===== src/rtl/spi_byte_engine.sv =====
// SPI mode-0 master byte engine: pulls bytes from the TX splitter, shifts them
// MSB-first on MOSI and hands each received MISO byte to the RX combiner.
module spi_byte_engine #(
   parameter int unsigned HALF_DIV = 2500
) (
   input  logic       clk,
   input  logic       rst,
   input  logic [7:0] tx_data,
   input  logic       tx_empty,
   output logic       tx_rden,
   output logic [7:0] rx_data,
   output logic       rx_wren,
   input  logic       rx_full,
   output logic       rx_overflow,
   output logic       cs_l,
   output logic       sclk,
   output logic       mosi,
   input  logic       miso,
   output logic       idle
);

   localparam int unsigned CNT_W = $clog2(HALF_DIV + 1);

   typedef enum logic [2:0] {
      S_IDLE  = 3'd0,
      S_LOAD  = 3'd1,
      S_XFER  = 3'd2,
      S_TAIL  = 3'd3,
      S_GUARD = 3'd4
   } state_t;

   state_t             state_q;
   logic [CNT_W-1:0]   cnt_q;
   logic [2:0]         bit_cnt_q;
   logic [7:0]         shift_tx_q;
   logic [6:0]         shift_rx_q;
   logic               miso_meta_q;
   logic               miso_s_q;
   logic               cs_l_q;
   logic               sclk_q;
   logic               mosi_q;
   logic               tx_rden_q;
   logic               rx_wren_q;
   logic               rx_ovf_q;
   logic [7:0]         rx_data_q;

   logic               term_c;
   logic [7:0]         rx_next_c;
   logic [CNT_W-1:0]   cnt_inc_c;

   assign term_c    = (cnt_q == CNT_W'(HALF_DIV - 1));
   assign cnt_inc_c = cnt_q + CNT_W'(1);
   // Byte as it stands once the bit sampled at the end of the high phase lands
   assign rx_next_c = {shift_rx_q, miso_s_q};

   always_ff @(posedge clk or negedge rst) begin
      if (!rst) begin
         state_q     <= S_IDLE;
         cnt_q       <= '0;
         bit_cnt_q   <= '0;
         shift_tx_q  <= '0;
         shift_rx_q  <= '0;
         miso_meta_q <= 1'b0;
         miso_s_q    <= 1'b0;
         cs_l_q      <= 1'b1;
         sclk_q      <= 1'b0;
         mosi_q      <= 1'b0;
         tx_rden_q   <= 1'b0;
         rx_wren_q   <= 1'b0;
         rx_ovf_q    <= 1'b0;
         rx_data_q   <= '0;
      end else begin
         tx_rden_q   <= 1'b0;
         rx_wren_q   <= 1'b0;
         rx_ovf_q    <= 1'b0;
         miso_meta_q <= miso;
         miso_s_q    <= miso_meta_q;

         unique case (state_q)
            S_IDLE: begin
               if (!tx_empty) begin
                  tx_rden_q  <= 1'b1;
                  shift_tx_q <= tx_data;
                  state_q    <= S_LOAD;
               end
            end

            S_LOAD: begin
               cs_l_q    <= 1'b0;
               sclk_q    <= 1'b0;
               mosi_q    <= shift_tx_q[7];
               cnt_q     <= '0;
               bit_cnt_q <= '0;
               state_q   <= S_XFER;
            end

            S_XFER: begin
               if (!term_c) begin
                  cnt_q <= cnt_inc_c;
               end else begin
                  cnt_q  <= '0;
                  sclk_q <= ~sclk_q;
                  // Terminal count with sclk high: sample MISO and fall
                  if (sclk_q) begin
                     shift_rx_q <= rx_next_c[6:0];
                     bit_cnt_q  <= bit_cnt_q + 3'd1;
                     if (bit_cnt_q != 3'd7) begin
                        shift_tx_q <= {shift_tx_q[6:0], 1'b0};
                        mosi_q     <= shift_tx_q[6];
                     end else begin
                        if (!rx_full) begin
                           rx_wren_q <= 1'b1;
                           rx_data_q <= rx_next_c;
                        end else begin
                           rx_ovf_q <= 1'b1;
                        end
                        // Chain straight into the next byte while CS stays low
                        if (!tx_empty) begin
                           tx_rden_q  <= 1'b1;
                           shift_tx_q <= tx_data;
                           mosi_q     <= tx_data[7];
                           bit_cnt_q  <= '0;
                        end else begin
                           state_q <= S_TAIL;
                        end
                     end
                  end
               end
            end

            S_TAIL: begin
               if (!term_c) begin
                  cnt_q <= cnt_inc_c;
               end else begin
                  cnt_q   <= '0;
                  cs_l_q  <= 1'b1;
                  mosi_q  <= 1'b0;
                  state_q <= S_GUARD;
               end
            end

            S_GUARD: begin
               if (!term_c) begin
                  cnt_q <= cnt_inc_c;
               end else begin
                  cnt_q   <= '0;
                  state_q <= S_IDLE;
               end
            end

            default: begin
               state_q <= S_IDLE;
            end
         endcase
      end
   end

   assign tx_rden     = tx_rden_q;
   assign rx_wren     = rx_wren_q;
   assign rx_overflow = rx_ovf_q;
   assign rx_data     = rx_data_q;
   assign cs_l        = cs_l_q;
   assign sclk        = sclk_q;
   assign mosi        = mosi_q;
   assign idle        = (state_q == S_IDLE) && tx_empty;

endmodule


===== config.mk =====
export PLATFORM = sky130hd
export DESIGN_NAME = spi_byte_engine
export DESIGN_NICKNAME = d
export VERILOG_FILES = /design/src/rtl/spi_byte_engine.sv
export SDC_FILE = /design/constraint.sdc
export NUM_CORES = 1
export LEC_CHECK = 0
export BUFFER_PORTS_ARGS = -buffer_cell sky130_fd_sc_hd__buf_2
export CAP_MARGIN = 20
export CORE_ASPECT_RATIO = 1.5
export CORE_MARGIN = 4
export CORE_UTILIZATION = 40
export DETAILED_ROUTE_END_ITERATION = 8
export PLACE_DENSITY_LB_ADDON = 0.1
export SLEW_MARGIN = 15
export SYNTH_ARGS = -nofsm -noshare
export SYNTH_HDL_FRONTEND = slang
export SYNTH_SLANG_ARGS = --single-unit

===== constraint.sdc =====
create_clock -name clk -period 3.4 [get_ports clk]
set_input_delay 0.68 -clock clk [delete_from_list [all_inputs] [get_ports clk]]
set_output_delay 0.68 -clock clk [all_outputs]
set_load 0.02 [all_outputs]

* Yosys cells after proc, flatten, opt, wreduce, memory -nomap -nowiden
Index checks and enable logic that the tools add are counted.
** Storage, ports and cells
- Output and inout port bits :: 15
- Bits of input ports :: 13
- Register bits :: 49
- Logic and storage cells :: 94
** Operators by class
- Eq/ne operators :: 14
- Reductions and logical operators :: 16
- Bitwise operators :: 3
- $add $sub $neg :: 2
- Muxes and demuxes :: 45
** Operators by type and width (count)
- 2-to-1 mux 3 bit :: 11
- 2-to-1 mux 8 bit :: 4
- one-hot mux 12 bit (2 select lines) :: 1
- 2-to-1 mux 1 bit :: 21
- one-hot mux 8 bit (2 select lines) :: 1
- one-hot mux 3 bit (5 select lines) :: 1
- != test 2 bit, second input constant :: 7
- adder 12 x 1 -> 12 bit, second input constant :: 1
- == test 12 bit, second input constant :: 1
- 2-to-1 mux 12 bit :: 1
- AND reduction 5 bit :: 2
- AND reduction 3 bit :: 3
- nonzero test 2 bit :: 4
- AND reduction 7 bit :: 1
- == test 3 x 2 -> 1 bit, second input constant :: 2
- != test 3 bit, second input constant :: 2
- one-hot mux 1 bit (2 select lines) :: 3
- one-hot mux 3 bit (2 select lines) :: 1
- AND reduction 2 bit :: 2
- adder 3 x 1 -> 3 bit, second input constant :: 1
- == test 3 x 1 -> 1 bit, second input constant :: 1
- == test 3 bit, second input constant :: 1
- logical NOT 3 bit :: 1
- inverter 1 bit :: 3
- other kinds (4) :: 4

* Logic depth before layout (Yosys ltp)
Gate-level depths: netlist of run 1.
- Depth after elaboration :: 6
- Depth in mapped cells :: 8
- Depth with buffers taken out :: 6

* Least setup slack after synthesis of run 1
OpenSTA, ideal clock, no wires.
- Path kind :: reg2out
- Start point :: register state_q[2]
- End point :: output idle
- Path slack :: 1.226 ns
- Arrival :: 1.494 ns
- Buffers on the path :: 1
- Stages on the path, launching flop included :: 5
- Data required time :: 2.720 ns
- Cells stage by stage :: dfrtp_1 buf_1 inv_1 nand2_1 nor3b_1
** Between the ends
- Word-level cells in the longest chain between the ends :: 2
** RTL lines
- start: declaration :: RTL line 32 : state_t state_q;
- start signal: assignment :: RTL line 58 : state_q <= S_IDLE;
- start signal: assignment :: RTL line 84 : state_q <= S_LOAD;
- start signal: assignment :: RTL line 94 : state_q <= S_XFER;
- logical NOT 3 bit :: RTL line 165 : assign idle = (state_q == S_IDLE) && tx_empty;
- logical AND 1 bit :: RTL line 165
- end: declaration :: RTL line 19 : output logic idle
Every way passes these cells.

* Worst setup path after layout of run 1
Ends and elaborated chain as after synthesis.

==> results of run 1 <==
-- layer usage --
layer	vias to the layer above	routed length (um)
met2	34	2650
li1	888	-
met3	8	226
met5	-	0
met4	0	101
met1	908	2238
-- cells by family (layout without fill, tap and decap cells) --
| family | after synthesis | count (layout) |
|---|---|---|
| AO/OA/AOI/OAI | 57 | 57 |
| adder cells (fa/ha/maj) | 3 | 3 |
| buffers and inverters | 18 | 45 |
| flip-flops | 49 | 49 |
| multiplexers | 19 | 19 |
| XOR/XNOR | 3 | 3 |
| AND/OR/NAND/NOR | 73 | 73 |
-- power breakdown --
part,switching (mW),internal [mW],leakage (nW)
Sequential,0.000391,0.584,0.620
Combinational,0.0155,0.00654,0.560
Clock,0.218,0.149,0.0447
-- cell usage in the layout, fill, tap and decap left out, types with 3 or more instances in the layout --
master	netlist	final
mux2_2	17	17
nor3b_1	3	3
inv_1	8	8
nand3_1	12	12
xnor2_1	3	3
o22ai_1	7	7
a22o_1	5	5
nand2_1	17	17
nor3_1	5	5
nand2b_1	4	4
ha_1	3	3
dfrtp_1	48	48
a2bb2oi_1	7	7
o21ai_0	9	9
buf_2	2	27
a21oi_1	9	9
clkbuf_8	0	5
nor2_1	9	9
nand4_1	4	4
o31ai_1	3	3
a31oi_1	6	6
or4_1	3	3
-- flip-flops by register name, indices dropped and copies added, names as in the netlist, 3 cells and up --
register	count
cnt_q	12
rx_data	8
shift_tx_q	8
shift_rx_q	7
bit_cnt_q	3
state_q	3
-- synth_stat cells (all sizes together), types with 2 or more instances --
master | count | area (um2)
a21oi | 9 | 45.04
a22o | 5 | 43.79
a2bb2oi | 7 | 61.31
a31oi | 6 | 37.54
and3 | 2 | 12.51
and4 | 2 | 17.52
buf | 5 | 28.78
clkbuf | 5 | 18.77
dfrtp | 48 | 1201
ha | 3 | 37.54
inv | 8 | 30.03
mux2 | 17 | 191.4
mux2i | 2 | 20.02
nand2 | 17 | 63.81
nand2b | 4 | 25.02
nand3 | 12 | 60.06
nand3b | 2 | 15.01
nand4 | 5 | 37.53
nor2 | 9 | 33.78
nor3 | 6 | 41.29
nor3b | 3 | 22.52
nor4 | 2 | 12.51
nor4b | 2 | 38.78
o211ai | 2 | 15.01
o21ai | 9 | 45.04
o22ai | 7 | 43.79
o31ai | 3 | 22.52
or4 | 3 | 22.52
xnor2 | 3 | 26.28
-- worst paths after layout --
check | slack, ns | depth (start not counted) | to
min reg2reg | 0.36 | 0 | miso_s_q
max | 0.91 | 4 | idle
min | 0.36 | 1 | shift_tx_q[3]
max in group asynchronous | 2.31 | 2 | shift_rx_q[1]
min in group clk | 0.36 | 0 | miso_s_q
max reg2reg | 1.04 | 5 | rx_data[2]
-- per-stage QoR --
stage          utilization  instance area, um2  setup slack (ns)  cells
4_1_cts             0.4646                2708            0.9081    321
5_1_grt             0.4646                2708            0.7099    321
6_report            0.4646                2708            0.9133    321
2_1_floorplan            -                2421             1.226    222
3_3_place_gp        0.4485                2614             1.113    313
3_5_place_dp        0.4485                2614             1.041    313
-- critical path, stage by stage, from the launching register on --
cell and delay (ns):
dfrtp_1 0.55, inv_1 0.26, nand2_1 0.21, nor3b_1 0.28, buf_2 0.21
-- cell type report --
type | instances | area [um2] | share of cell area
Timing Repair Buffer | 29 | 150.1 | 0.05545
Clock inverter | 3 | 25.02 | 0.009242
Clock buffer | 5 | 68.82 | 0.02542
Inverter | 8 | 30.03 | 0.01109
Tap cell | 72 | 90.09 | 0.03327
Sequential cell | 49 | 1227 | 0.4533
Multi-Input combinational cell | 155 | 1116 | 0.4122
==> results.yml, run 1 <==
setup_path:
  path_class: "flop to output pin"
  worstPathRequired_ns: 2.72
  cp_max_fo: 14
  startpoint: "state_q[2]"
  crit_arrival_ns: 1.81
  endpoint_kind: "output pin"
  regToRegStartpoint: "cnt_q[0]"
  start_kind: "flop"
sta:
  setup_tns_ns: 0
  setup_viol_count_final: 0
  hold_ws_ns: 0.3577
  max-slew-margin-rel: 0.5732
  final-hold-violation-count: 0
  fmax_mhz: 402.1
  min_period_ns: 2.487
  rsz0062_at_grt: "no"
  finalMaxSlewViolations: 0
  finClkSkew_ns: 0.009295
  period_share: 0.7314
  tightest_slew_ns: 0.6357
synth:
  yosys.area_share.simple: 0.1804
  synth_fa_ha_area_frac: 0.01550
  syn_area_per_cell_um2: 10.91
  synth_warnings: 0
  syn_nets: 238
  ys_seq_area_frac: 0.5070
  synth-seq-cells: 49
  synthArstFlopShare: 1.000
  synth_compound_area_frac: 0.1669
  syn_area_um2: 2421
  synth-edff-count: 0
  synth_xor_area_frac: 0.01085
  synth.area.mux_share: 0.08734
  synth_top_family_by_area: "simple AND/OR/NAND/NOR gates"
  synth_cell_types: 48
  synth_ff_type: "dfrtp_1"
  syn_inst: 222
route:
  vias: 1838
  wl_um: 5217
  postRouteAntennaNets: 0
  via_per_inst: 5.726
  wl_per_cell_um: 16.25
  drc: 0
  drtIter0Drc: 94
  drt-pass1-iter-count: 4
pwr:
  power_density_nw_per_um2: 359.5
  finalPower_uw: 973.3
  static-leakage-power_nw: 1.224
  peakVddDrop_uv: 142.2
global_route:
  grt_pass1_wl_um: 8873
  first_global_vias: 1854
  grt_util_met3: 0.02998
  grt.met1_usage: 0.1848
  grt-busiest-layer: "met2"
  antenna_found_initial: 0
  grt_overflow_total: 0
  grt_max_degree: 27
  grt_use_total: 0.1521
  met2_usage: 0.2606
floorplan:
  ios: 28
  placeableCoreArea_um2: 5828
  die-height_um: 103.3
  rows: 34
  start_util: 0.4154
  die_w_um: 71.52
  die_area_um2: 7387
clock_tree:
  cts_max_path_buffers: 2
  cts_tree: "built"
  cts_setup_buffers: 0
  clkTransAtPathRegs_ns: 0.10
  clkLatencyLatePin_ns: 0.31
  htree_levels: 2
  postCtsResizedCells: 0
  cts_hold_buf: 0
  cts-root-buf: "clkbuf_8"
  clock_sinks: 49
  numCtsBuffers: 5
worst_hold_path:
  hp-class: "input pin to async pin"
place:
  gp_congestion: 0.8027
  dp_hpwl_um: 3731
  io_buffer_count: 27
run:
  max-cap-violations: 0
outcome:
  status: "complete, no violations"
cells_and_area:
  final_nets: 264
  n_antenna_cell: 0
  drive_gt1_frac: 0.2490
  fillers: 561
  synthToLayoutAreaGrowth_pct: 11.83
No activity file was read; power rests on OpenSTA's default activity.
==> inputs of run 2 (changes only) <==
==> constraint.sdc (replaced) <==
create_clock -name clk -period 2.25 [get_ports clk]
set_input_delay 0.45 -clock clk [delete_from_list [all_inputs] [get_ports clk]]
set_output_delay 0.45 -clock clk [all_outputs]
set_load 0.02 [all_outputs]
==> results.yml, run 2 (synthesis gave the netlist of run 1 again) <==
outcome:
  status: "complete, no violations"
clock_tree:
  postCtsResizedCells: 0
  cts-root-buf: "clkbuf_8"
  cts_tree: "built"
  cts_setup_buffers: 0
  clkLatencyLatePin_ns: 0.29
  numCtsBuffers: 5
  cts_hold_buf: 0
  htree_levels: 2
  clock_sinks: 49
  clkTransAtPathRegs_ns: 0.09
  cts_max_path_buffers: 2
cells_and_area:
  multi_input_area_um2: 1116
  mostFrequentLayoutCell: "dfrtp_1"
  largest_reg_flops: 12
  regArea_um2: 1227
  final_cell_mix: "dfrtp_1, buf_2, buf_4, nand2_1, mux2_2"
  synthToLayoutAreaGrowth_pct: 18.50
  n_antenna_cell: 0
  fillers: 551
  final_nets: 282
  drive_gt1_frac: 0.2996
  top_register: "cnt_q"
sta:
  period_share: 0.9296
  setup_tns_ns: 0
  setup_viol_count_final: 0
  min_period_ns: 2.092
  max-slew-margin-rel: 0.4917
  final-hold-violation-count: 0
  finClkSkew_ns: 0.002563
  fmax_mhz: 478.1
  tightest_slew_ns: 0.7625
  finalMaxSlewViolations: 0
  rsz0062_at_grt: "no"
setup_path:
  slowest_stage: "or4b_1"
  cp_max_fo: 7
  path_class: "flop to flop"
  max_stage_delay_ns: 0.63
  path_cells: "ha_1 > ha_1 > or4b_1 > a211oi_4 > buf_4 > a2bb2oi_1"
  endpoint_kind: "flop"
  cp_num_buf_inv: 1
  cpLargestDelayFamily: "simple AND/OR/NAND/NOR gates"
  crit_arrival_ns: 2.31
  critPathMostFrequentCell: "ha_1"
  worstPathRequired_ns: 2.47
  start_kind: "flop"
route:
  via_per_inst: 5.549
  wl_per_cell_um: 15.32
  drt-pass1-iter-count: 4
  vias: 1881
  drc: 0
  wl_um: 5195
  postRouteAntennaNets: 0
  drtIter0Drc: 90
pwr:
  finalPower_mw: 1.565
  peakVddDrop_uv: 349.6
  power_density_nw_per_um2: 545.5
  static-leakage-power_nw: 1.329
floorplan:
  die-height_um: 103.3
  start_util: 0.4154
  ios: 28
  rows: 34
  die_w_um: 71.52
  placeableCoreArea_um2: 5828
  die_area_um2: 7387
run:
  max-cap-violations: 0
global_route:
  antenna_found_initial: 0
  grt_pass1_wl_um: 9011
  grt_use_total: 0.1527
  first_global_vias: 1832
  grt_overflow_total: 0
  grt_max_degree: 34
place:
  dp_hpwl_um: 3862
  io_buffer_count: 27
  gp_congestion: 0.7911
worst_hold_path:
  hp-class: "input pin to async pin"
run 2: changes by cell type in the layout (fill, tap and decap cells not counted), sizes merged:
cell,change
buf,+18
bufinv,+1
clkbuf,+1
clkinv,-1
inv,-1
run 2: cell type report:
type | instances | area share
repair buffers | 47 | 0.09943
clock buffers | 6 | 0.02878
well taps | 72 | 0.03140
multi-input cells | 155 | 0.3890
clock inverters | 2 | 0.01308
inverters | 8 | 0.01047
flip-flops and latches | 49 | 0.4278
run 2: final timing paths:
| path | from | end | slack, ns | cells after the start |
|---|---|---|---|---|
| worst max register to register | bit_cnt_q[0] | shift_tx_q[4] | 0.16 | 6 |
| min in group clk | miso | miso_meta_q | 0.26 | 1 |
| worst min-delay path | rst | bit_cnt_q[0] | 0.22 | 1 |
| worst max-delay path | bit_cnt_q[0] | shift_tx_q[4] | 0.16 | 6 |
| max in group asynchronous | rst | miso_meta_q | 1.40 | 2 |
| worst min register to register | miso_meta_q | miso_s_q | 0.36 | 0 |
run 2: metrics by stage:
step | instances | hold slack, ns | area [um2] | setup slack [ns] | util
after floorplan | 222 | 0.1544 | 2421 | 0.2147 | -
after global placement | 330 | 0.3373 | 2741 | 0.1452 | 0.4704
after detailed placement | 330 | 0.3452 | 2741 | 0.1040 | 0.4704
after CTS | 338 | 0.2468 | 2861 | 0.07996 | 0.4910
after global routing | 339 | 0.2450 | 2869 | 0.01726 | 0.4923
final | 339 | 0.2200 | 2869 | 0.1584 | 0.4923
run 2: worst reg2reg max path, cell delays in order (launching register included):
cell       delay, ns
dfrtp_1         0.40
ha_1            0.20
ha_1            0.19
or4b_1          0.63
a211oi_4        0.26
buf_4           0.19
a2bb2oi_1       0.16
run 2: where the power goes:
part           switching (mW)  internal (mW)
Clock                   0.287          0.361
Sequential           0.000553          0.882
Combinational          0.0238         0.0109
run 2: per-layer routing:
layer,track usage,vias to the layer above,routed length (um)
li1,-,929,-
met1,0.1994,915,2353
met5,0,-,0
met4,0.04342,0,66
met2,0.2571,31,2549
met3,0.03095,6,225
==> inputs of run 3 (changes only) <==
--- a/config.mk
+++ b/config.mk
@@ -7,9 +7,11 @@
 export LEC_CHECK = 0
 export BUFFER_PORTS_ARGS = -buffer_cell sky130_fd_sc_hd__buf_2
 export CAP_MARGIN = 20
+export CELL_PAD_IN_SITES_DETAIL_PLACEMENT = 1
+export CELL_PAD_IN_SITES_GLOBAL_PLACEMENT = 2
 export CORE_ASPECT_RATIO = 1.5
 export CORE_MARGIN = 4
-export CORE_UTILIZATION = 40
+export CORE_UTILIZATION = 34
 export DETAILED_ROUTE_END_ITERATION = 8
 export PLACE_DENSITY_LB_ADDON = 0.1
 export SLEW_MARGIN = 15
==> results.yml, run 3 (synthesis gave the netlist of run 1 again) <==
outcome:
  status: "complete, no violations"
sta:
  fmax_mhz: 477.4
  setup_tns_ns: 0
  max-slew-margin-rel: 0.5613
  rsz0062_at_grt: "no"
  finalMaxSlewViolations: 0
  period_share: 0.9311
  final-hold-violation-count: 0
  finClkSkew_ns: 0.005584
  tightest_slew_ns: 0.6581
  min_period_ns: 2.095
  setup_viol_count_final: 0
floorplan:
  ios: 28
  start_util: 0.3510
  placeableCoreArea_um2: 6898
  die-height_um: 111.4
  rows: 37
  die_w_um: 76.90
  die_area_um2: 8563
cells_and_area:
  final_cell_mix: "dfrtp_1, buf_2, buf_4, nand2_1, mux2_2"
  fillers: 794
  final_nets: 281
  drive_gt1_frac: 0.3008
  largest_reg_flops: 12
  top_register: "cnt_q"
  layout.cells.non_filler: 344
  mostFrequentLayoutCell: "dfrtp_1"
  synthToLayoutAreaGrowth_pct: 18.40
  n_antenna_cell: 0
place:
  dp_hpwl_um: 4421
  io_buffer_count: 27
  dp.cells: 335
  gp_congestion: 0.7217
setup_path:
  cp_num_buf_inv: 1
  slowest_stage: "or4b_1"
  crit_arrival_ns: 2.33
  start_kind: "flop"
  max_stage_delay_ns: 0.63
  path_class: "flop to flop"
  endpoint_kind: "flop"
  cp_max_fo: 8
  worstPathRequired_ns: 2.48
  path_cells: "ha_1 > ha_1 > or4b_1 > a211oi_4 > buf_4 > a2bb2oi_1"
  critPathMostFrequentCell: "ha_1"
  cpLargestDelayFamily: "simple AND/OR/NAND/NOR gates"
run:
  max-cap-violations: 0
clock_tree:
  cts_tree: "built"
  cts_max_path_buffers: 2
  numCtsBuffers: 5
  clkLatencyLatePin_ns: 0.31
  cts_hold_buf: 0
  cts-root-buf: "clkbuf_8"
  clock_sinks: 49
  htree_levels: 2
  clkTransAtPathRegs_ns: 0.10
route:
  postRouteAntennaNets: 0
  drt-pass1-iter-count: 4
  wl_um: 6073
  drc: 0
  vias: 1915
  wl_per_cell_um: 17.65
  drtIter0Drc: 53
  via_per_inst: 5.567
global_route:
  grt_overflow_total: 0
  grt_use_total: 0.1541
  antenna_found_initial: 0
  grt_pass1_wl_um: 10700
  first_global_vias: 2088
  grt_max_degree: 50
pwr:
  peakVddDrop_uv: 221.3
  power_density_nw_per_um2: 547.1
  static-leakage-power_nw: 1.322
worst_hold_path:
  hp-class: "input pin to async pin"
## run 3: cell type report
class                      count  area (um2)  share of cell area
tap                           78       97.59             0.03405
clock buffer                   5       68.82             0.02401
inverter                       8       30.03             0.01048
sequential                    49        1227              0.4282
multi-input combinational    155        1119              0.3902
timing repair buffer          46       277.8             0.09690
clock inverter                 3       46.29             0.01615
## run 3: through the flow
stage	cell area, um2	utilization	hold slack [ns]	setup slack [ns]	total power, mW
2_1_floorplan	2421	-	0.1544	0.2147	0.9017
3_3_place_gp	2741	0.3974	0.3333	0.1097	0.9357
3_5_place_dp	2741	0.3974	0.3371	0.08782	0.9359
4_1_cts	2856	0.4141	0.2259	0.06998	1.601
5_1_grt	2867	0.4156	0.2191	0.06192	1.643
6_report	2867	0.4156	0.2421	0.1551	1.568
## run 3: worst paths after layout
path                               from       endpoint  slack [ns]  cells past startpoint
max                        bit_cnt_q[0]  shift_tx_q[5]        0.16                      6
min                                 rst  shift_tx_q[4]        0.24                      2
max reg2reg                bit_cnt_q[0]  shift_tx_q[5]        0.16                      6
min reg2reg                 miso_meta_q       miso_s_q        0.36                      0
max in group asynchronous           rst  shift_rx_q[2]        1.57                      2
min in group clk                   miso    miso_meta_q        0.24                      1
## run 3: per-layer routing
| layer | GRT usage | part of all wire | vias up |
|---|---|---|---|
| met5 | 0 | 0 | - |
| met3 | 0.02832 | 0.025 | 7 |
| met2 | 0.2800 | 0.54 | 24 |
| li1 | - | - | 919 |
| met4 | 0.04353 | 0.014 | 0 |
| met1 | 0.1832 | 0.42 | 965 |
## run 3: power by group
group          internal (mW)  leakage (nW)  switching [mW]
sequential             0.882         0.620        0.000609
clock                  0.333        0.0543           0.318
combinational        0.00995         0.648          0.0246
total                   1.22          1.32           0.343
## run 3: what timing repair did
action                                  4_1_cts  5_1_grt
hold endpoints to repair                      0        0
buffers inserted                              0        1
gates resized for setup                       0        1
endpoints found under the setup margin        0        5
